$ cat src/rtl/grn_attractor_ctrl_if.sv
// Host and node-array signal bundle for the GRN attractor controller.
// The slave side is the controller; the master side drives start/config and the node outputs.
interface grn_attractor_ctrl_if #(
   parameter int unsigned N_NODES = 8,
   parameter int unsigned CNT_W   = 16
);
   logic               start;
   logic [N_NODES-1:0] init_in;
   logic [CNT_W-1:0]   max_steps;
   logic [N_NODES-1:0] s0_vec;
   logic [N_NODES-1:0] s1_vec;
   logic               reset_nos;
   logic               start_s0;
   logic               start_s1;
   logic [N_NODES-1:0] init_state;
   logic               busy;
   logic               done;
   logic               timeout;
   logic [CNT_W-1:0]   transient;
   logic [CNT_W-1:0]   period;
   logic [N_NODES-1:0] attractor;

   modport master (
      output start, init_in, max_steps, s0_vec, s1_vec,
      input  reset_nos, start_s0, start_s1, init_state,
      input  busy, done, timeout, transient, period, attractor
   );

   modport slave (
      input  start, init_in, max_steps, s0_vec, s1_vec,
      output reset_nos, start_s0, start_s1, init_state,
      output busy, done, timeout, transient, period, attractor
   );
endinterface

$ cat src/rtl/grn_attractor_ctrl.sv
// Brent/Floyd-style cycle finder over an array of node cells: finds the meet point,
// the attractor period and the transient length, bounded by max_steps.
module grn_attractor_ctrl #(
   parameter int unsigned N_NODES = 8,
   parameter int unsigned CNT_W   = 16
) (
   input logic                clk,
   input logic                rst,
   grn_attractor_ctrl_if.slave bus
);
   typedef enum logic [3:0] {
      IDLE, LOAD, MEET_A, MEET_B, MEET_CHK, PER_STEP, PER_CHK,
      MU_LOAD, MU_RUN, MU_A, MU_B, MU_CHK, FINISH
   } state_t;

   state_t             state, nxt;
   logic [CNT_W-1:0]   t_q, t_d;
   logic [CNT_W-1:0]   max_q, max_d;
   logic [CNT_W-1:0]   period_q, period_d;
   logic [CNT_W-1:0]   transient_q, transient_d;
   logic [N_NODES-1:0] init_q, init_d;
   logic [N_NODES-1:0] attractor_q, attractor_d;
   logic               timeout_q, timeout_d;
   logic               busy_q, busy_d;
   logic               done_q;
   logic               reset_nos_q, start_s0_q, start_s1_q;
   logic [CNT_W-1:0]   t_inc;

   // Saturating increment so no counter can ever wrap.
   function automatic logic [CNT_W-1:0] sat_inc(input logic [CNT_W-1:0] x);
      return (&x) ? x : x + CNT_W'(1);
   endfunction

   assign t_inc = sat_inc(t_q);

   // Next-state and datapath update.
   always_comb begin
      nxt         = state;
      t_d         = t_q;
      max_d       = max_q;
      init_d      = init_q;
      period_d    = period_q;
      transient_d = transient_q;
      attractor_d = attractor_q;
      timeout_d   = timeout_q;
      busy_d      = busy_q;
      case (state)
         IDLE: begin
            if (bus.start) begin
               init_d      = bus.init_in;
               max_d       = bus.max_steps;
               period_d    = '0;
               transient_d = '0;
               attractor_d = '0;
               timeout_d   = 1'b0;
               busy_d      = 1'b1;
               nxt         = LOAD;
            end
         end
         LOAD: begin
            t_d = '0;
            nxt = MEET_A;
         end
         MEET_A: nxt = MEET_B;
         MEET_B: begin
            t_d = t_inc;
            nxt = MEET_CHK;
         end
         MEET_CHK: begin
            if (bus.s0_vec == bus.s1_vec) begin
               attractor_d = bus.s0_vec;
               t_d         = '0;
               nxt         = PER_STEP;
            end else if (t_q >= max_q) begin
               timeout_d = 1'b1;
               nxt       = FINISH;
            end else begin
               nxt = MEET_A;
            end
         end
         PER_STEP: begin
            period_d = sat_inc(period_q);
            nxt      = PER_CHK;
         end
         PER_CHK: begin
            if (bus.s1_vec == attractor_q) begin
               nxt = MU_LOAD;
            end else if (period_q >= max_q) begin
               timeout_d = 1'b1;
               period_d  = '0;
               nxt       = FINISH;
            end else begin
               nxt = PER_STEP;
            end
         end
         MU_LOAD: begin
            t_d = '0;
            nxt = MU_RUN;
         end
         // Hare gets a head start of exactly one period.
         MU_RUN: begin
            t_d = t_inc;
            if (t_inc >= period_q) nxt = MU_CHK;
         end
         MU_CHK: begin
            if (bus.s0_vec == bus.s1_vec) begin
               nxt = FINISH;
            end else if (transient_q >= max_q) begin
               timeout_d   = 1'b1;
               period_d    = '0;
               transient_d = '0;
               nxt         = FINISH;
            end else begin
               nxt = MU_A;
            end
         end
         MU_A: nxt = MU_B;
         MU_B: begin
            transient_d = sat_inc(transient_q);
            nxt         = MU_CHK;
         end
         FINISH: begin
            busy_d = 1'b0;
            nxt    = IDLE;
         end
         default: nxt = IDLE;
      endcase
   end

   // State, datapath and strobes registered from the upcoming state.
   always_ff @(posedge clk or negedge rst) begin
      if (!rst) begin
         state       <= IDLE;
         t_q         <= '0;
         max_q       <= '0;
         init_q      <= '0;
         period_q    <= '0;
         transient_q <= '0;
         attractor_q <= '0;
         timeout_q   <= 1'b0;
         busy_q      <= 1'b0;
         done_q      <= 1'b0;
         reset_nos_q <= 1'b0;
         start_s0_q  <= 1'b0;
         start_s1_q  <= 1'b0;
      end else begin
         state       <= nxt;
         t_q         <= t_d;
         max_q       <= max_d;
         init_q      <= init_d;
         period_q    <= period_d;
         transient_q <= transient_d;
         attractor_q <= attractor_d;
         timeout_q   <= timeout_d;
         busy_q      <= busy_d;
         done_q      <= (nxt == FINISH);
         reset_nos_q <= (nxt == LOAD) || (nxt == MU_LOAD);
         start_s0_q  <= (nxt == MEET_A) || (nxt == MEET_B) || (nxt == MU_A) || (nxt == MU_B);
         start_s1_q  <= (nxt == MEET_A) || (nxt == MEET_B) || (nxt == PER_STEP) ||
                        (nxt == MU_RUN) || (nxt == MU_A);
      end
   end

   assign bus.reset_nos  = reset_nos_q;
   assign bus.start_s0   = start_s0_q;
   assign bus.start_s1   = start_s1_q;
   assign bus.init_state = init_q;
   assign bus.busy       = busy_q;
   assign bus.done       = done_q;
   assign bus.timeout    = timeout_q;
   assign bus.period     = period_q;
   assign bus.transient  = transient_q;
   assign bus.attractor  = attractor_q;
endmodule

$ cat src/flat_wrapper.sv
// flat-port wrapper written by rule: the top's interface ports become plain ports
module grn_attractor_ctrl_flat 
#(
   parameter int unsigned N_NODES = 8,
   parameter int unsigned CNT_W   = 16
)
  (clk, rst, bus_start, bus_init_in, bus_max_steps, bus_s0_vec, bus_s1_vec, bus_reset_nos, bus_start_s0, bus_start_s1, bus_init_state, bus_busy, bus_done, bus_timeout, bus_transient, bus_period, bus_attractor);
  grn_attractor_ctrl_if #(.N_NODES(N_NODES), .CNT_W(CNT_W)) bus_i ();
  input logic clk;
  input logic rst;
  input wire logic [$bits(bus_i.start)-1:0] bus_start;
  input wire logic [$bits(bus_i.init_in)-1:0] bus_init_in;
  input wire logic [$bits(bus_i.max_steps)-1:0] bus_max_steps;
  input wire logic [$bits(bus_i.s0_vec)-1:0] bus_s0_vec;
  input wire logic [$bits(bus_i.s1_vec)-1:0] bus_s1_vec;
  output wire logic [$bits(bus_i.reset_nos)-1:0] bus_reset_nos;
  output wire logic [$bits(bus_i.start_s0)-1:0] bus_start_s0;
  output wire logic [$bits(bus_i.start_s1)-1:0] bus_start_s1;
  output wire logic [$bits(bus_i.init_state)-1:0] bus_init_state;
  output wire logic [$bits(bus_i.busy)-1:0] bus_busy;
  output wire logic [$bits(bus_i.done)-1:0] bus_done;
  output wire logic [$bits(bus_i.timeout)-1:0] bus_timeout;
  output wire logic [$bits(bus_i.transient)-1:0] bus_transient;
  output wire logic [$bits(bus_i.period)-1:0] bus_period;
  output wire logic [$bits(bus_i.attractor)-1:0] bus_attractor;
  assign bus_i.start = bus_start;
  assign bus_i.init_in = bus_init_in;
  assign bus_i.max_steps = bus_max_steps;
  assign bus_i.s0_vec = bus_s0_vec;
  assign bus_i.s1_vec = bus_s1_vec;
  assign bus_reset_nos = bus_i.reset_nos;
  assign bus_start_s0 = bus_i.start_s0;
  assign bus_start_s1 = bus_i.start_s1;
  assign bus_init_state = bus_i.init_state;
  assign bus_busy = bus_i.busy;
  assign bus_done = bus_i.done;
  assign bus_timeout = bus_i.timeout;
  assign bus_transient = bus_i.transient;
  assign bus_period = bus_i.period;
  assign bus_attractor = bus_i.attractor;
  grn_attractor_ctrl #(.N_NODES(N_NODES), .CNT_W(CNT_W)) u_core (.clk(clk), .rst(rst), .bus(bus_i));
endmodule
$ cat config.mk
export PLATFORM = sky130hd
export DESIGN_NAME = grn_attractor_ctrl_flat
export DESIGN_NICKNAME = d
export VERILOG_FILES = /design/src/rtl/grn_attractor_ctrl_if.sv /design/src/rtl/grn_attractor_ctrl.sv /design/src/flat_wrapper.sv
export SDC_FILE = /design/constraint.sdc
export NUM_CORES = 1
export LEC_CHECK = 0
export BUFFER_PORTS_ARGS = -buffer_cell sky130_fd_sc_hd__buf_2
export CAP_MARGIN = 20
export CORE_MARGIN = 5
export CORE_UTILIZATION = 58
export DETAILED_ROUTE_END_ITERATION = 12
export GPL_TIMING_DRIVEN = 0
export PLACE_DENSITY = 0.81
export SLEW_MARGIN = 0
export SYNTH_ARGS = -nofsm -noshare
export SYNTH_HDL_FRONTEND = slang
export SYNTH_SLANG_ARGS = --single-unit
$ cat constraint.sdc
create_clock -name clk -period 4.1 [get_ports clk]
set_clock_uncertainty 0.1 [all_clocks]
set_input_delay 0.82 -clock clk [delete_from_list [all_inputs] [get_ports clk]]
set_output_delay 0.82 -clock clk [all_outputs]
set_load 0.1 [all_outputs]
; Word-level counts from Yosys, hierarchy flattened
; Cells that the tools add are included.
[classes]
n_addsub = 3
multipliers = 0
div_mod_pow = 0
magnitude_cmp = 4
n_eq_ne = 33
shifts = 0
n_mux = 34
bitwise = 0
reduce_logical = 26
[op_table]
columns = operator, count
row1 = $mux 16, 9
row2 = $pmux 16 s3, 2
row3 = $ge 16x16->1, 4
row4 = $pmux 16 s4, 1
row5 = $add 16x1->16 const B, 3
row6 = $pmux 4 s12, 1
row7 = $reduce_and 16->1, 3
row8 = $eq 4x4->1 const B, 9
row9 = $mux 4, 7
row10 = $eq 4x3->1 const B, 6
row11 = $eq 4x2->1 const B, 4
row12 = $eq 8x8->1, 2
row13 = $mux 8, 2
row14 = $pmux 8 s2, 1
row15 = $ne 2x2->1 const B, 6
row16 = $eq 4x1->1 const B, 2
row17 = $mux 1, 8
row18 = $ne 2x1->1 const B, 4
row19 = $reduce_and 8->1, 1
row20 = $reduce_bool 4->1, 2
row21 = $logic_or 1x1->1, 7
row22 = $reduce_and 7->1, 1
row23 = $reduce_and 2->1, 3
row24 = $reduce_bool 3->1, 2
row25 = 8 further kinds, 10
[totals]
register_bits = 90
latch_bits = 0
mem_bits_rw = 0
rom_bits = 0
input_bits = 43
output_inout_bits = 54
elab_cells = 113
mem_count = 0

; Logic depth before layout (Yosys ltp)
; Gate-level depths: netlist of run 1.
[logic_depth]
word_depth = 10
mapped_depth = 16
mapped_depth_nobuf = 15

; Worst setup path after synthesis of run 1
; Ideal clock, no wire load.
[synth_timing]
path_type = register -> register
start = reg u_core.t_q[2]
end = reg u_core.start_s0_q (netlist: u_core.bus.start_s0)
setup_time_ns = 0.078
arrival_ns = 3.215
t_required_ns = 3.922
setup_slack_ns = 0.708
stages_incl_launch_ff = 17
path_buffers = 1
synth_period_minus_slack_ns = 3.392
path_cell_list = dfrtp_1 nand3_2 nor4b_4 nand4_4 and3_1 buf_2 nor2b_4 nand3_1 xnor2_1 ha_1 a21oi_1 o21ai_0 a22oi_1 a31o_2 nand4_1 a21bo_1 a21oi_1
[synth_between]
elab_chain_cells = 9
word_cells_on_any_way = 16
cone_classes = add/sub: 1 / order compare: 2 / eq/ne: 4 / mux: 5 / reduce/logical: 4
[synth_rtl]
columns = item, line
row1 = "start, declared", grn_attractor_ctrl.sv:17  ; logic [CNT_W-1:0] t_q, t_d;
row2 = "start signal, assigned", grn_attractor_ctrl.sv:148  ; t_q <= t_d;
row3 = $add 16x1->16 / $reduce_and 16->1 (equally long branches), grn_attractor_ctrl.sv:31  ; return (&x) ? x : x + CNT_W'(1);
row4 = $mux 16 (*), grn_attractor_ctrl.sv:31
row5 = $ge 16x16->1 (*), grn_attractor_ctrl.sv:103  ; if (t_inc >= period_q) nxt = MU_CHK;
row6 = $mux 4 (*), grn_attractor_ctrl.sv:103
row7 = $pmux 4 s12 (*), grn_attractor_ctrl.sv:47  ; case (state)
row8 = named net u_core.nxt[0], grn_attractor_ctrl.sv:16  ; state_t state, nxt;
row9 = $eq 4x2->1, grn_attractor_ctrl.sv:158  ; start_s0_q <= (nxt == MEET_A) || (nxt == MEET_B) || (nxt == MU_A) || (nxt == MU_B);
row10 = $logic_or 1x1->1 (2 in series), grn_attractor_ctrl.sv:158
row11 = $logic_or 1x1->1 (*), grn_attractor_ctrl.sv:158
row12 = "end signal, assigned", grn_attractor_ctrl.sv:158
row13 = "end, declared", grn_attractor_ctrl.sv:26  ; logic reset_nos_q, start_s0_q, start_s1_q;
; The timed path passes the listed nets; every way through them passes the cells marked *.
; A chain may end at the register's enable or synchronous reset.

; Worst setup path in the final report of run 1
[layout_timing]
start = reg u_core.t_q[4]
end = reg u_core.start_s0_q (netlist: u_core.bus.start_s0)
; Same word-level chain as after synthesis.

==> results of run 1 <==
## critical path, delay by kind of cell (launching register included)
kind / cells / cell delay (ps)
flops: 1 / 510
simple gates: 6 / 1330
xor+xnor: 1 / 220
fa+ha+maj: 1 / 270
buf+inv: 1 / 190
compound gates: 6 / 1180
## metrics by stage
stage	instance area, µm²	power [W]	util, %	std cells
CTS	7170	0.00423	66.7	952
global placement	6940	0.00349	64.6	935
global route	7190	0.00450	66.9	954
finish	7190	0.00424	66.9	954
detailed placement	6970	0.00358	64.8	936
floorplan	6280	0.00300	-	699
## power by group through the flow
stage	Combinational [W]	Clock (W)	Sequential (W)
3_3_place_gp	0.00226	0	0.00122
5_1_grt	0.00255	0.000693	0.00125
4_1_cts	0.00235	0.000656	0.00122
2_1_floorplan	0.00118	0	0.00183
6_report	0.00237	0.000650	0.00122
3_5_place_dp	0.00234	0	0.00124
## flip-flops by register name, summed over array words and instances, names as in the netlist
register / count
u_core.bus.period: 16
u_core.max_q: 16
u_core.bus.start_s0: 1
u_core.bus.timeout: 1
u_core.state: 4
u_core.bus.init_state: 8
u_core.bus.transient: 16
u_core.bus.start_s1: 1
u_core.bus.busy: 1
u_core.bus.attractor: 8
u_core.bus.done: 1
u_core.bus.reset_nos: 1
u_core.t_q: 16
## layout make-up
type | instances | area, µm² | area share (%)
multi-input combinational | 548 | 3780 | 52.6
sequential | 90 | 2250 | 31.3
timing repair buffer | 99 | 526 | 7.31
tap | 140 | 175 | 2.44
inverter | 40 | 150 | 2.09
clock buffer | 10 | 128 | 1.78
buffer | 21 | 105 | 1.46
clock inverter | 6 | 70.1 | 0.975
## repair_timing
| item | in CTS | in global routing |
|---|---|---|
| endpoints found under the setup margin | 0 | 1 |
| resized for setup | 0 | 1 |
| setup buffers | 0 | 2 |
## kinds of logic after synthesis
logic type	after synthesis	share of synthesized area, %
flip-flops	90	35.8
adder cells (fa/ha/maj)	67	13.3
XOR/XNOR	32	4.46
AO/OA/AOI/OAI	176	17.5
buffers and inverters	61	4.06
AND/OR/NAND/NOR	247	20.1
multiplexers	26	4.66
## final timing paths
kind / endpoint / slack, ps / start / depth (start not counted)
worst max-delay path: u_core.bus.start_s0$_DFF_PN0_ / 240 / u_core.t_q[4]$_DFFE_PN0P_ / 15
worst min-delay path: u_core.bus.transient[10]$_DFFE_PN0P_ / 290 / rst / 1
worst max register to register: u_core.bus.start_s0$_DFF_PN0_ / 240 / u_core.t_q[4]$_DFFE_PN0P_ / 15
worst min register to register: u_core.bus.timeout$_DFFE_PN0P_ / 400 / u_core.bus.timeout$_DFFE_PN0P_ / 1
max in group asynchronous: u_core.bus.period[8]$_DFFE_PN0P_ / 2950 / rst / 2
min in group clk: u_core.bus.timeout$_DFFE_PN0P_ / 400 / u_core.bus.timeout$_DFFE_PN0P_ / 1
## per-layer routing
metal	vias up	track usage, %	wire (µm)	share of wire (%)
met3	32	3.07	947	5.5
li1	2725	-	-	-
met1	2770	36.1	7520	44
met4	0	8.95	399	2.3
met2	221	45.9	8250	48
met5	-	0	0	0
## cell usage in the layout (no fill, tap or decap), types with 4 or more instances in the layout
cell and count:
a211oi_1 4, a21o_1 8, a21oi_1 37, a22o_1 4
a31oi_1 8, and2_1 6, and3_1 15, and4_1 4
buf_2 98, clkbuf_1 16, clkbuf_8 9, dfrtp_1 90
ha_1 67, inv_1 40, inv_6 4, mux2_2 26
nand2_1 72, nand2b_1 13, nand3_1 20, nand3_2 4
nand4_1 11, nor2_1 61, nor2b_1 5, nor3_1 8
nor4_1 5, o21ai_0 67, o21ai_1 10, o31ai_1 11
or3_1 7, xnor2_1 17, xor2_1 15
==> flow_summary_export.csv, run 1 <==
group,metric,value,unit
synthesis,syn_nets,809,
place,dp_slack,67.6,ps
finish,fillCellCount,914,
outcome,outcome,"complete, no violations",
synthesis,synth.yosys.seq_area_share,35.8,%
global_route,grt_overflow,0,
synthesis,async_reset_ff_share,100,%
timing,post-route-period-util,94.2,%
die,die_x,114,µm
global_route,grt_usage,27.0,%
die,start_util,58.5,%
timing,slew_headroom,50.3,%
die,die_h,114,µm
synthesis,yosys_warnings,0,
timing,final_max_slew_viol_count,0,
timing,tightest_slew,738,ps
cts,clk_latency,380,ps
cts,cts.sinks,90,
timing,rsz0062_at_grt,"false",
synthesis,synth-seq-cells,90,
detailed_routing,wl_per_cell,17.9,µm
detailed_routing,drc,0,
pwr,ir_worst_vdd,0.657,mV
cts,cts-buffers-inserted,9,
critical_path,crit_path_cell_trace,"nand3_2, nor4b_4, buf_4, a31oi_2, and3_1, and3_1, xor2_1, ha_1, nand2_1, o21ai_0, a22oi_2, a31o_2, nand4_1, a21bo_1, a21oi_1",
place,port_buffers,96,
detailed_routing,firstDrtPassIters,6,
timing,finalHoldViolations,0,
critical_path,crit_type,"flip-flop to flip-flop",
synthesis,synth_commonest_cells,"dfrtp_1 (90), nand2_1 (72), ha_1 (67), o21ai_0 (67), nor2_1 (61)",
finish,layout-drive-gt1-share,20.3,%
synthesis,synth_top_area_share,35.8,%
detailed_routing,routed_wl,17100,µm
pwr,p_leak,3.60,nW
pwr,sw_frac_of_total,51.1,%
pwr,p_clk_share,15.3,%
timing,timing.hold.ws,292,ps
cts,cts_tree,"built",
die,rows,38,
die,die-area,13000,µm²
worst_hold_path,hold_path_class,"input pin to asynchronous set/reset pin",
finish,areaGrowthSynthToFinish,14.4,%
cts,ctsHoldBuffers,0,
global_route,grt_max_degree,54,
die,coreArea,10700,µm²
synthesis,synth_top_area_cell,"dfrtp_1",
run,max-cap-violations,0,
synthesis,synth.avg_cell_area,8.99,µm²
cts,clk_pin_slew,110,ps
critical_path,arrival,4080,ps
synthesis,synth_area,6280,µm²
critical_path,startpoint_type,"flip-flop",
global_route,grt_pass1_vias,5582,
pwr,combPwrFrac,55.8,%
timing,worst_slack,238,ps
cts,ctsHtreeMaxLevel,3,
timing,tns,0,ps
timing,finalSetupViolations,0,
critical_path,slowest_stage,"dfrtp_1",
cts,clockRootBuffer,"clkbuf_8",
pwr,p_per_area,590,nW/µm²
critical_path,end_kind,"flip-flop",
critical_path,worstPathMaxFanout,6,
critical_path,cp.required,4310,ps
detailed_routing,routed-via-count,5748,
critical_path,cp_common_cell,"and3_1",
pwr,internal_power,0.00207,W
detailed_routing,first_iter_violations,556,
timing,post-route-min-period,3860,ps
finish,nets,919,
cts,clockBufferDepth,2,
synthesis,synth_cells,699,
synthesis,yosysUniqueCellTypes,60,
detailed_routing,antenna_left,0,
pwr,power.share.sequential,28.9,%
global_route,grt_pass1_wl,28000,µm
timing,fmax,0.259,GHz
synthesis,synth.most_common_cell,"dfrtp_1",
synthesis,synthFlopType,"dfrtp_1",
critical_path,max_stage_delay,510,ps
pwr,switching_power,0.00217,W
global_route,antenna_found_initial,0,
place,gp_congestion,0.924,
detailed_routing,via_per_inst,6.03,
synthesis,synth-edff-count,0,
place,dp_hpwl,13200,µm
finish,n_antenna_cell,0,
die,io_pins,97,
synthesis,synth_area_leaders,"dfrtp_1 (36%), ha_1 (13%), o21ai_0 (5.3%), mux2_2 (4.7%), nand2_1 (4.3%)",
Note: power is estimated with default switching activity, not from simulation.
==> run 2, diff against run 1 <==
--- a/config.mk
+++ b/config.mk
@@ -6,7 +6,6 @@
 export NUM_CORES = 1
 export LEC_CHECK = 0
 export BUFFER_PORTS_ARGS = -buffer_cell sky130_fd_sc_hd__buf_2
-export CAP_MARGIN = 20
 export CORE_MARGIN = 5
 export CORE_UTILIZATION = 58
 export DETAILED_ROUTE_END_ITERATION = 12
==> constraint.sdc (replaced) <==
create_clock -name clk -period 3.9 [get_ports clk]
set_clock_uncertainty 0.1 [all_clocks]
set_input_delay 0.78 -clock clk [delete_from_list [all_inputs] [get_ports clk]]
set_output_delay 0.78 -clock clk [all_outputs]
set_load 0.1 [all_outputs]
==> flow_summary_export.csv, run 2 (synthesis gave the netlist of run 1 again) <==
group,metric,value,unit
timing,tns,0,ps
cts,cts-buffers-inserted,9,
detailed_routing,first_iter_violations,546,
timing,final_max_slew_viol_count,0,
finish,areaGrowthSynthToFinish,14.6,%
outcome,outcome,"complete, no violations",
place,port_buffers,96,
finish,final_area,7200,µm²
critical_path,end_kind,"flip-flop",
timing,slew_headroom,50.4,%
finish,nets,919,
place,dp_hpwl,13200,µm
finish,final_common_cell,"buf_2",
timing,finalSetupViolations,0,
finish,final_cell_mix,"buf_2 (98), dfrtp_1 (85), nand2_1 (72)",
critical_path,startpoint_type,"flip-flop",
critical_path,crit_type,"flip-flop to flip-flop",
pwr,power,0.00448,W
finish,n_antenna_cell,0,
die,die_x,114,µm
detailed_routing,antenna_left,0,
cts,cts_tree,"built",
timing,post-route-min-period,3760,ps
cts,clk_pin_slew,100,ps
critical_path,slowest_stage,"dfrtp_2",
global_route,antenna_found_initial,0,
cts,clockRootBuffer,"clkbuf_8",
critical_path,arrival,3970,ps
critical_path,worstPathMaxFanout,8,
critical_path,cp.required,4110,ps
cts,ctsHoldBuffers,0,
critical_path,max_stage_delay,460,ps
finish,fillCellCount,910,
finish,fin_util,67.0,%
timing,fmax,0.266,GHz
critical_path,crit_path_cell_trace,"nand3_2, nor4b_4, buf_4, a31oi_4, and3_1, and3_1, xor2_1, ha_1, nand2_1, nor4_1, a22oi_2, buf_4, o211ai_4, a21bo_1, a21oi_1",
finish,seq_area,2260,µm²
place,gp_congestion,0.924,
critical_path,r2r-start,"u_core.t_q[2]$_DFFE_PN0P_",
detailed_routing,routed_wl,17100,µm
critical_path,crit_start,"u_core.t_q[2]$_DFFE_PN0P_",
global_route,grt_usage,27.0,%
place,placed_area,6970,µm²
cts,cts.sinks,90,
detailed_routing,wl_per_cell,17.9,µm
finish,multi_input_area,3790,µm²
global_route,grt_overflow,0,
die,die_h,114,µm
detailed_routing,routed-via-count,5722,
finish,final_cells,954,
pwr,p_leak,3.59,nW
die,io_pins,97,
cts,clockBufferDepth,2,
place,place_inst,936,
die,coreArea,10700,µm²
global_route,grt_pass1_wl,28100,µm
timing,rsz0062_at_grt,"false",
cts,clk_latency,390,ps
global_route,grt_pass1_vias,5593,
global_route,grt_max_degree,54,
timing,finalHoldViolations,0,
run,max-cap-violations,0,
pwr,ir_worst_vdd,0.690,mV
detailed_routing,via_per_inst,6.00,
worst_hold_path,hold_path_class,"input pin to asynchronous set/reset pin",
timing,post-route-period-util,96.4,%
die,rows,38,
finish,layout-drive-gt1-share,20.9,%
die,die-area,13000,µm²
timing,tightest_slew,736,ps
pwr,p_per_area,622,nW/µm²
detailed_routing,firstDrtPassIters,5,
detailed_routing,drc,0,
die,start_util,58.5,%
cts,ctsHtreeMaxLevel,3,
[run 2: cell counts in the layout (fill, tap and decap cells not counted)]
Identical to the previous run, type by type.
[run 2: cell type report]
class,count,area share [%]
Multi-Input combinational cell,548,52.6
Buffer,21,1.46
Sequential cell,90,31.4
Timing Repair Buffer,99,7.30
Inverter,40,2.09
Clock buffer,10,1.77
Clock inverter,6,0.973
Tap cell,140,2.43
[run 2: metrics by stage]
step | setup slack [ps] | hold slack, ps
2_1_floorplan | 508 | 379
5_1_grt | 14.0 | 287
3_3_place_gp | -14.5 | 372
6_report | 140 | 254
3_5_place_dp | -132 | 381
4_1_cts | 41.1 | 267
[run 2: power breakdown]
part	total (W)	internal (W)	leakage, nW	switching [W]
clock network	0.000680	0.000305	0.102	0.000375
registers	0.00129	0.00114	1.18	0.000148
logic	0.00251	0.000751	2.31	0.00176
[run 2: timing repair]
action,4_1_cts,5_1_grt
setup buffers,1,1
gates resized for setup,1,6
endpoints found under the setup margin,1,2
pin swaps,1,1
[run 2: metal layers]
layer / wire (µm) / vias up / part of all wire, % / global-route usage (%)
met5: 0 / - / 0 / 0
met4: 383 / 0 / 2.2 / 9.11
met3: 962 / 34 / 5.6 / 3.12
met2: 8180 / 213 / 48 / 45.8
met1: 7540 / 2753 / 44 / 36.1
li1: - / 2722 / - / -
[run 2: final timing paths]
| kind | cells after the start | endpoint | slack (ps) |
|---|---|---|---|
| min | 1 | u_core.bus.transient[10]$_DFFE_PN0P_ | 250 |
| max reg2reg | 15 | u_core.bus.start_s0$_DFF_PN0_ | 140 |
| max in group asynchronous | 2 | u_core.bus.period[8]$_DFFE_PN0P_ | 2800 |
| max | 15 | u_core.bus.start_s0$_DFF_PN0_ | 140 |
| min reg2reg | 1 | u_core.bus.timeout$_DFFE_PN0P_ | 400 |
| min in group clk | 1 | u_core.bus.timeout$_DFFE_PN0P_ | 400 |
[run 2: critical path, delay by kind of cell (launching register included)]
family          cells  cell delay, ps
compound gates      5             860
xor+xnor            1             170
fa+ha+maj           1             290
buf+inv             2             370
flops               1             460
simple gates        6            1430
==> run 3, diff against run 2 <==
==> constraint.sdc (replaced) <==
create_clock -name clk -period 3.98 [get_ports clk]
set_clock_uncertainty 0.1 [all_clocks]
set_input_delay 0.796 -clock clk [delete_from_list [all_inputs] [get_ports clk]]
set_output_delay 0.796 -clock clk [all_outputs]
set_load 0.1 [all_outputs]
==> flow_summary_export.csv, run 3 (synthesis gave the netlist of run 1 again) <==
group,metric,value,unit
outcome,outcome,"complete, no violations",
pwr,internal_power,0.00214,W
die,die_x,114,µm
timing,slew_headroom,50.3,%
global_route,grt_usage,27.0,%
detailed_routing,wl_per_cell,17.8,µm
pwr,sw_frac_of_total,51.0,%
critical_path,arrival,3980,ps
place,gp_congestion,0.924,
place,port_buffers,96,
finish,final_cell_mix,"buf_2 (98), dfrtp_1 (88), nand2_1 (72)",
timing,post-route-min-period,3760,ps
finish,final_cells,954,
critical_path,worst_r2r_endpoint,"u_core.bus.start_s0$_DFF_PN0_",
global_route,antenna_found_initial,0,
timing,timing.hold.ws,265,ps
critical_path,startpoint_type,"flip-flop",
critical_path,r2r_cells,16,
critical_path,max_stage_delay,470,ps
finish,fillCellCount,911,
critical_path,crit_path_cell_trace,"nand3_2, nor4b_4, nand4_4, and3_1, buf_2, nor2b_4, nand3_1, xnor2_1, ha_1, a21oi_1, o21ai_0, a22oi_2, a31o_2, nand4_1, a21bo_1, a21oi_1",
timing,fmax,0.266,GHz
finish,layout-drive-gt1-share,20.5,%
finish,final_area,7200,µm²
timing,final_max_slew_viol_count,0,
pwr,p_per_area,607,nW/µm²
die,die-area,13000,µm²
finish,n_antenna_cell,0,
cts,cts-buffers-inserted,9,
pwr,p_clk_share,15.3,%
pwr,p_leak,3.59,nW
global_route,grt_pass1_wl,28000,µm
pwr,power.share.sequential,28.9,%
finish,nets,919,
cts,clockRootBuffer,"clkbuf_8",
pwr,ir_worst_vdd,0.676,mV
timing,rsz0062_at_grt,"false",
global_route,grt_max_degree,54,
critical_path,worstPathMaxFanout,7,
run,max-cap-violations,0,
detailed_routing,firstDrtPassIters,5,
critical_path,cp_common_cell,"a21oi_1",
timing,finalHoldViolations,0,
place,dp_hpwl,13200,µm
finish,multi_input_area,3790,µm²
detailed_routing,drc,0,
global_route,grt_pass1_vias,5582,
pwr,combPwrFrac,55.8,%
detailed_routing,routed-via-count,5754,
timing,post-route-period-util,94.6,%
critical_path,crit_type,"flip-flop to flip-flop",
cts,clk_latency,390,ps
critical_path,end_kind,"flip-flop",
cts,clockBufferDepth,2,
cts,ctsHoldBuffers,0,
critical_path,slowest_stage,"dfrtp_1",
die,start_util,58.5,%
finish,areaGrowthSynthToFinish,14.6,%
timing,finalSetupViolations,0,
critical_path,cp.required,4190,ps
detailed_routing,first_iter_violations,526,
finish,final_common_cell,"buf_2",
critical_path,path_buf_inv,1,
finish,seq_area,2250,µm²
die,coreArea,10700,µm²
die,die_h,114,µm
cts,ctsHtreeMaxLevel,3,
cts,clk_pin_slew,110,ps
detailed_routing,routed_wl,17000,µm
detailed_routing,via_per_inst,6.03,
pwr,switching_power,0.00223,W
die,rows,38,
critical_path,regToRegSetupSlack,220,ps
timing,tightest_slew,737,ps
critical_path,crit_family,"simple AND/OR/NAND/NOR gates",
die,io_pins,97,
critical_path,r2r-start,"u_core.t_q[3]$_DFFE_PN0P_",
cts,cts.sinks,90,
place,placed_area,6970,µm²
cts,cts_tree,"built",
detailed_routing,antenna_left,0,
global_route,grt_overflow,0,
place,place_inst,936,
worst_hold_path,hold_path_class,"input pin to asynchronous set/reset pin",
[run 3: worst max path at each step]
stage / startpoint / to / slack (ps) / cells past startpoint
floorplan: u_core.t_q[2]$_DFFE_PN0P_ / u_core.bus.start_s0$_DFF_PN0_ / 590 / 16
detailed placement: u_core.t_q[2]$_DFFE_PN0P_ / u_core.bus.start_s0$_DFF_PN0_ / -50 / 16
global route: u_core.t_q[5]$_DFFE_PN0P_ / u_core.bus.start_s0$_DFF_PN0_ / 20 / 16
global placement: u_core.t_q[2]$_DFFE_PN0P_ / u_core.bus.start_s0$_DFF_PN0_ / 70 / 16
CTS: u_core.t_q[2]$_DFFE_PN0P_ / u_core.bus.start_s0$_DFF_PN0_ / 30 / 16
finish: u_core.t_q[3]$_DFFE_PN0P_ / u_core.bus.start_s0$_DFF_PN0_ / 220 / 16
[run 3: area by class of cell]
type	count	area share (%)
buffer	21	1.46
sequential	90	31.3
inverter	40	2.09
multi-input combinational	548	52.6
clock inverter	6	0.974
tap	140	2.43
timing repair buffer	99	7.30
clock buffer	10	1.77
[run 3: per-stage QoR]
step	setup TNS (ps)	util (%)	setup slack (ps)	power [W]
2_1_floorplan	0	-	588	0.00309
3_3_place_gp	0	64.6	65.5	0.00359
3_5_place_dp	-52.4	64.8	-52.4	0.00369
4_1_cts	0	66.7	34.5	0.00436
5_1_grt	0	67.0	17.1	0.00464
6_report	0	67.0	215	0.00437
[run 3: what timing repair did]
action                                  in CTS  in global routing
endpoints found under the setup margin       1                  2
resized for setup                            1                  3
pin swaps                                    0                  2
buffers inserted                             0                  2
[run 3: layer usage]
layer,vias up,global-route usage (%),routed length (µm)
li1,2721,-,-
met1,2748,36.1,7410
met2,252,45.9,8160
met3,33,3.07,1050
met4,0,8.95,374
met5,-,0,0
[run 3: power by group through the flow]
stage | clock [W] | sequential, W | combinational, W
after floorplan | 0 | 0.00188 | 0.00121
after global placement | 0 | 0.00126 | 0.00233
after detailed placement | 0 | 0.00128 | 0.00241
after CTS | 0.000676 | 0.00126 | 0.00242
after global routing | 0.000714 | 0.00129 | 0.00263
final | 0.000670 | 0.00126 | 0.00243
